==> config.mk <==
export PLATFORM = sky130hd
export DESIGN_NAME = eth_pkt_gen
export DESIGN_NICKNAME = d
export VERILOG_FILES = /design/src/rtl/eth_pkt_gen.sv
export SDC_FILE = /design/constraint.sdc
export NUM_CORES = 1
export LEC_CHECK = 0
export ABC_CLOCK_PERIOD_IN_PS = 2600
export BUFFER_PORTS_ARGS = -buffer_cell sky130_fd_sc_hd__buf_2
export CAP_MARGIN = 20
export CORE_ASPECT_RATIO = 1.4
export CORE_MARGIN = 5
export CORE_UTILIZATION = 40
export DETAILED_ROUTE_END_ITERATION = 10
export GPL_TIMING_DRIVEN = 0
export MAX_ROUTING_LAYER = met4
export SKIP_CTS_REPAIR_TIMING = 1
export SYNTH_ARGS = -nofsm -noshare
export SYNTH_HDL_FRONTEND = slang
export SYNTH_SLANG_ARGS = --single-unit
==> constraint.sdc <==
create_clock -name Clk -period 2.6 [get_ports Clk]
set_input_delay 0.13 -clock Clk [delete_from_list [all_inputs] [get_ports Clk]]
set_output_delay 0.13 -clock Clk [all_outputs]
set_load 0.005 [all_outputs]
==> src/rtl/eth_pkt_gen.sv <==
// Ethernet frame body source feeding eth_tx: header, payload, zero pad, then inter-frame gap.
// Define ETH_PKT_GEN_LFSR_EN to draw payload bytes from an 8-bit LFSR instead of an incrementing count.
module eth_pkt_gen #(
  parameter int MAX_PAYLOAD = 1500,
  parameter int MIN_PAYLOAD = 46,
  parameter int IFG_CYCLES  = 96
) (
  input  logic        Clk,
  input  logic        Rst,
  input  logic        Start,
  input  logic [10:0] Payload_Len,
  input  logic [47:0] Dest_Mac,
  input  logic [47:0] Src_Mac,
  input  logic [15:0] Eth_Type,
  input  logic [7:0]  Seed,
  output logic [7:0]  Eth_Byte,
  output logic        Eth_Byte_Valid,
  output logic        Eth_Pkt_Rdy,
  output logic        Busy,
  output logic [15:0] Pkt_Cnt
);

  localparam int GW = $clog2(IFG_CYCLES + 1);
  localparam logic [10:0]   MAXP     = 11'(MAX_PAYLOAD);
  localparam logic [10:0]   MINP     = 11'(MIN_PAYLOAD);
  localparam logic [GW-1:0] GAP_LAST = GW'(IFG_CYCLES - 1);

  typedef enum logic [2:0] {IDLE, HDR, PAYLOAD, PAD, DONE, GAP} state_t;

  state_t        state, state_nxt;
  logic [111:0]  hdr;
  logic [10:0]   len;
  logic [10:0]   idx;
  logic [7:0]    pay;
  logic [GW-1:0] gap_cnt;

  logic [10:0] len_clamp;
  logic [7:0]  seed_load;
  logic [7:0]  pay_nxt;

  assign len_clamp = (Payload_Len > MAXP) ? MAXP : Payload_Len;

`ifdef ETH_PKT_GEN_LFSR_EN
  // x^8+x^6+x^5+x^4+1; all-zero is the lock-up state, so a zero seed is promoted to 1
  assign seed_load = (Seed == 8'h00) ? 8'h01 : Seed;
  assign pay_nxt   = {pay[6:0], pay[7] ^ pay[5] ^ pay[4] ^ pay[3]};
`else
  assign seed_load = Seed;
  assign pay_nxt   = pay + 8'd1;
`endif

  always_ff @(posedge Clk) begin
    if (Rst) state <= IDLE;
    else     state <= state_nxt;
  end

  always_comb begin
    state_nxt = state;
    case (state)
      IDLE:    if (Start) state_nxt = HDR;
      HDR:     if (idx == 11'd13) state_nxt = (len == 11'd0) ? PAD : PAYLOAD;
      PAYLOAD: if (idx == len - 11'd1) state_nxt = (len < MINP) ? PAD : DONE;
      PAD:     if (idx == MINP - 11'd1) state_nxt = DONE;
      DONE:    state_nxt = GAP;
      GAP:     if (gap_cnt == GAP_LAST) state_nxt = IDLE;
      default: state_nxt = IDLE;
    endcase
  end

  // idx restarts at 0 for the payload and keeps running through the pad,
  // so the pad ends when idx reaches MIN_PAYLOAD-1 regardless of L
  always_ff @(posedge Clk) begin
    if (Rst) begin
      hdr     <= '0;
      len     <= '0;
      idx     <= '0;
      pay     <= '0;
      gap_cnt <= '0;
      Pkt_Cnt <= '0;
    end else begin
      case (state)
        IDLE: if (Start) begin
          hdr <= {Dest_Mac, Src_Mac, Eth_Type};
          len <= len_clamp;
          pay <= seed_load;
          idx <= '0;
        end
        HDR: begin
          hdr <= hdr << 8;
          idx <= (idx == 11'd13) ? 11'd0 : idx + 11'd1;
        end
        PAYLOAD: begin
          pay <= pay_nxt;
          idx <= idx + 11'd1;
        end
        PAD:  idx <= idx + 11'd1;
        DONE: gap_cnt <= '0;
        GAP:  gap_cnt <= gap_cnt + 1'b1;
        default: ;
      endcase
      if (state_nxt == DONE) Pkt_Cnt <= Pkt_Cnt + 16'd1;
    end
  end

  always_comb begin
    Eth_Byte = 8'h00;
    case (state)
      HDR:     Eth_Byte = hdr[111:104];
      PAYLOAD: Eth_Byte = pay;
      default: ;
    endcase
  end

  assign Eth_Byte_Valid = (state == HDR) || (state == PAYLOAD) || (state == PAD);
  assign Eth_Pkt_Rdy    = (state == DONE);
  assign Busy           = (state != IDLE);

endmodule

==> results.cfg, run 1 <==
[logic_synthesis]
synth-compound-area-share_pct = 21.9
synthFlopType = dfxtp_1
yosys-mux-area-fraction_pct = 0
yosys.area.top_type_share_pct = 42.4
synth_fp_nets = 1166
yosysTopAreaCell = dfxtp_1
synth_fa_ha_area_share_pct = 0.945
syn_avg_cell_area_sq_um = 7.74
yosysSeqAreaShare_pct = 42.4
synth_edf_count = 0
synth_seq_cells = 168
syn-cell-area_sq_um = 7940
synth_cells = 1026
async_reset_ff_share_pct = 0
yosys.area_share.simple_pct = 27.8
synth.distinct_cells = 59
synthXorXnorAreaFrac_pct = 2.21
synth_top_family_by_area = simple AND/OR/NAND/NOR gates
yosysWarningCount = 0
synthTopCellsByArea = dfxtp_1, nand2_1, a311oi_1, nor2_1, clkbuf_1

[finish]
antenna_cells = 0
fillCellCount = 1877
stdcell_count = 1587
final_layout_size_suffix_gt1_share_pct = 21.0
final_common_cell = nand2_1
post-route-util_pct = 56.3
area_growth_syn_to_layout_pct = 39.6
nets = 1462
final_cell_mix = nand2_1, dfxtp_1, buf_2
fin_area_sq_um = 11100

[grt]
grt_overflow = 0
antenna_found_initial = 0
grt_pass1_vias = 7797
grt_pass1_wl_um = 38900
grt_usage_pct = 21.9
grt_start_max_net_pins = 18

[detailed_routing]
drtPass1Iterations = 5
finalWirelength_um = 26400
vias = 8569
drtIter0Drc = 581
wl_met2_um = 14000
routedWlPerCell_um = 16.6
drc_errors = 0
ant_nets = 0
highest_layer = met4
wl_met3_um = 1070
vias_per_cell = 5.40
met1_length_um = 10700

[timing]
timing.slew.headroom_pct = 56.6
fmax_mhz = 368
fin_crit_ns = 2.72
worst_slack_ns = -0.120
setup_viol_count_final = 13
fin_crit_sh_pct = 105
report.final.slew_viol_count = 0
fin_hold_ws_ns = -0.0221
hold_viol = 7
skew_ns = 0.0166
tightest_slew_ns = 0.650
rsz0062_at_grt = true

[clock_network]
htreeDepth = 4
tritoncts = yes
clockBufferDepth = 2
clock_latency_ns = 0.43
clock-sinks = 168
cts_root_buffer = clkbuf_16
cts.clk_slew.worst_paths_ns = 0.07
cts_buffers = 17

[worst_setup_path]
worstPathCellList = inv_2, ha_4, nor2b_1, or3_1, a311oi_2, o211ai_1, o21ba_4, buf_6, or4_1, a21oi_1
crit_family = compound AO/OA/AOI/OAI gates
slowest_delay_ns = 0.46
endpoint_kind = register
critPathKind = register to register
slowest_stage = or4_1
cp.arrival_ns = 3.07
cp_max_fo = 7
required_ns = 2.95
rr_worst_depth = 10
critical_path_buf_inv_count = 2
crit_path_start_kind = register
cp.depth = 10

[floorplanning]
core_area_sq_um = 19700
die_w_um = 129
start_util_pct = 40.3
die_area_sq_um = 22800
rows = 61
ioPinCount = 161
die-height_um = 177

[power_and_ir_drop]
vdd.ir_drop.worst_mv = 0.452
power.static_leakage_nw = 4.43
powerDensity_nw_per_um2 = 593
power_mw = 6.57

[min_path]
min_path_type = primary input to register
whs_path_depth = 3

[run_status]
violations = hold timing, setup timing
run_status = finished with violations

[placement]
placedCellCount = 1438
io_buffers = 160
gp_congestion = 0.863
dp_hpwl_um = 18700
post_dp_cell_area_sq_um = 9060

[flow_run]
drv_cap = 0
==> tightest hold or removal path, stage by stage <==
cell and delay (ns):
buf_2 0.09, nand2_1 0.05, a311oi_1 0.08
==> flip-flops by register name, summed over array words and instances (netlist names) <==
register	flops
Pkt_Cnt	16
gap_cnt	7
hdr	112
idx	11
len	11
pay	8
state	3
==> power breakdown <==
part	internal (mW)	total [mW]	switching (mW)	leakage, nW
logic	0.506	1.14	0.629	2.76
clock network	1.37	2.52	1.15	0.284
registers	2.77	2.91	0.138	1.38
==> layout make-up <==
cell class	instances	area, sq um	area share (%)
sequential	168	3380	30.5
clock inverter	14	155	1.40
buffer	84	392	3.53
clock buffer	18	429	3.87
timing repair buffer	280	1970	17.8
multi-input combinational	761	4400	39.7
tap	252	315	2.84
inverter	10	37.5	0.339
==> Yosys cell counts (11+ instances only) <==
master,instances
a21oi_1,39
a311oi_1,108
clkbuf_1,79
dfxtp_1,168
nand2_1,259
nand3_1,16
nor2_1,150
nor3_1,11
o21ai_0,11
o31ai_1,16
or4_1,17
xor2_1,12
==> cell families (layout without fill, tap and decap cells) <==
family	after synthesis	count (layout)
flops	168	168
xor+xnor	20	20
buf+inv	97	406
simple gates	510	510
compound gates	225	225
fa+ha+maj	6	6
==> final timing paths <==
check	to	slack (ns)	startpoint
setup / recovery	Pkt_Cnt[14]	-0.12	len[1]
setup reg to reg	Pkt_Cnt[14]	-0.12	len[1]
hold / removal	hdr[24]	-0.02	Src_Mac[8]
hold reg to reg	hdr[0]	0.46	hdr[0]
==> stage by stage <==
stage	hold slack (ns)	setup TNS (ns)	setup WS (ns)
after floorplan	0.266	0	0.0239
after detailed placement	0.392	-20.80	-0.721
final	-0.0221	-1.16	-0.120
after global routing	-0.00210	-2.33	-0.196
after CTS	-0.0666	-22.10	-0.734
after global placement	0.388	-23.23	-0.676
==> layer usage <==
metal	GRT usage, %	vias to the layer above
met5	-	-
met4	7.71	0
met3	4.62	44
met2	38.3	225
met1	24.4	4025
li1	-	4275
(Power assumes the default switching activity.)
==> run 2: changes to the inputs <==
- SKIP_CTS_REPAIR_TIMING: 1 -> not set
==> run 2 against run 1 <==
Against the previous run: the flow finishes with violations (setup timing); routed wire length up 1.2%; highest routed layer unchanged; design area rose by 2.1%; total power grew 0.51%; non-clock buffer count rose by 23; flip-flop and latch count did not move; setup slack gained 0.092 ns; sequential power barely moved; count of clock-buffer cells in the layout stayed put; die area stayed put; via count rose by 1.8%; utilization is 1.2 points higher.
==> results.cfg, run 2 (synthesized netlist as in run 1, its figures left out) <==
[detailed_routing]
drtPass1Iterations = 7
routedWlPerCell_um = 16.6
ant_nets = 0
finalWirelength_um = 26700
vias_per_cell = 5.42
drtIter0Drc = 494
drc_errors = 0
vias = 8725

[timing]
worst_slack_ns = -0.0278
rsz0062_at_grt = true
hold_viol = 0
setup_viol_count_final = 2
fmax_mhz = 381
skew_ns = 0.0219
timing.slew.headroom_pct = 50.9
fin_crit_ns = 2.63
fin_tns_setup_ns = -0.0282
report.final.slew_viol_count = 0
tightest_slew_ns = 0.733
fin_crit_sh_pct = 101

[floorplanning]
die-height_um = 177
die_area_sq_um = 22800
rows = 61
core_area_sq_um = 19700
start_util_pct = 40.3
die_w_um = 129
ioPinCount = 161

[finish]
regMostFlops = hdr
final_cell_mix = nand2_1, buf_2, dfxtp_1
largest_register_ffs = 112
final_common_cell = nand2_1
final_layout_size_suffix_gt1_share_pct = 21.5
stdcell_count = 1610
nets = 1485
antenna_cells = 0
fin_area_sq_um = 11300
reg_top3 = hdr (112), Pkt_Cnt (16)
area_growth_syn_to_layout_pct = 42.5

[clock_network]
cts_root_buffer = clkbuf_16
clockBufferDepth = 2
clock-sinks = 168
cts_buffers = 17
clock_latency_ns = 0.44
htreeDepth = 4
cts.clk_slew.worst_paths_ns = 0.07
tritoncts = yes

[placement]
pre_cts_ws_ns = -0.721
placedCellCount = 1438
io_buffers = 160
dp_hpwl_um = 18700
gp_congestion = 0.863
post_dp_cell_area_sq_um = 9060

[worst_setup_path]
crit_path_start_kind = register
required_ns = 2.96
cp_max_fo = 9
endpoint_kind = register
cp.arrival_ns = 2.98
critPathKind = register to register

[flow_run]
drv_cap = 0

[run_status]
violations = setup timing
run_status = finished with violations

[grt]
grt_start_max_net_pins = 18
antenna_found_initial = 0
grt_overflow = 0
grt_pass1_vias = 8505
grt_pass1_wl_um = 42200
grt_usage_pct = 23.6

[power_and_ir_drop]
vdd.ir_drop.worst_mv = 0.447
power.static_leakage_nw = 4.55
powerDensity_nw_per_um2 = 584

[min_path]
min_path_type = primary input to register
## run 2: cell count changes in the layout (fill, tap and decap cells not counted), sizes merged
cell | before | now
buf | 184 | 191
dlygate4sd3 | 107 | 123
## run 2: report_power, final
group / internal (mW) / leakage, nW / switching, mW
Combinational: 0.532 / 2.88 / 0.633
Sequential: 2.77 / 1.39 / 0.141
Clock: 1.37 / 0.284 / 1.15
Total: 4.68 / 4.55 / 1.93
## run 2: per-stage QoR
| step | power, mW | hold WS [ns] | util (%) |
|---|---|---|---|
| after floorplan | 3.53 | 0.266 | - |
| after global placement | 3.88 | 0.388 | 46.0 |
| after detailed placement | 3.89 | 0.392 | 46.0 |
| after CTS | 6.59 | 0.000143 | 56.4 |
| after global routing | 6.91 | 0.00493 | 57.4 |
| final | 6.60 | 0.0176 | 57.4 |
## run 2: layer usage
| layer | GRT usage [%] | up-vias | part of all wire [%] |
|---|---|---|---|
| met4 | 8.14 | 0 | 3.0 |
| met5 | - | - | 0 |
| met2 | 42.9 | 243 | 53 |
| li1 | - | 4316 | - |
| met3 | 3.68 | 53 | 4.0 |
| met1 | 25.9 | 4113 | 40 |
## run 2: timing repair
| item | CTS | global route |
|---|---|---|
| gates cloned | 1 | 0 |
| hold buffers | 123 | 0 |
| hold endpoints to repair | 123 | 0 |
| gates resized for setup | 44 | 59 |
| endpoints found under the setup margin | 109 | 143 |
| pin swaps | 30 | 19 |
| buffers inserted | 8 | 12 |
## run 2: worst paths after layout
check | to | from | slack, ns | depth (start not counted)
worst max-delay path | Pkt_Cnt[2] | len[2] | -0.03 | 9
worst min-delay path | hdr[36] | Src_Mac[20] | 0.02 | 3
worst max register to register | Pkt_Cnt[2] | len[2] | -0.03 | 9
worst min register to register | hdr[0] | hdr[0] | 0.46 | 2
## run 2: worst max-delay path, stage by stage (launching register included)
cell      delay, ns
dfxtp_1        0.31
buf_6          0.13
or3_4          0.38
or4_4          0.54
o311ai_4       0.09
o22ai_2        0.13
o21ba_4        0.28
buf_6          0.13
or4_4          0.42
a21oi_2        0.15
## run 2: final cells by class
cell class,instances,area (sq um)
Fill cell,1843,8380
Multi-Input combinational cell,761,4390
Sequential cell,168,3380
Timing Repair Buffer,304,2210
Clock buffer,18,429
Buffer,83,395
Tap cell,252,315
Clock inverter,14,155
Inverter,10,40.0
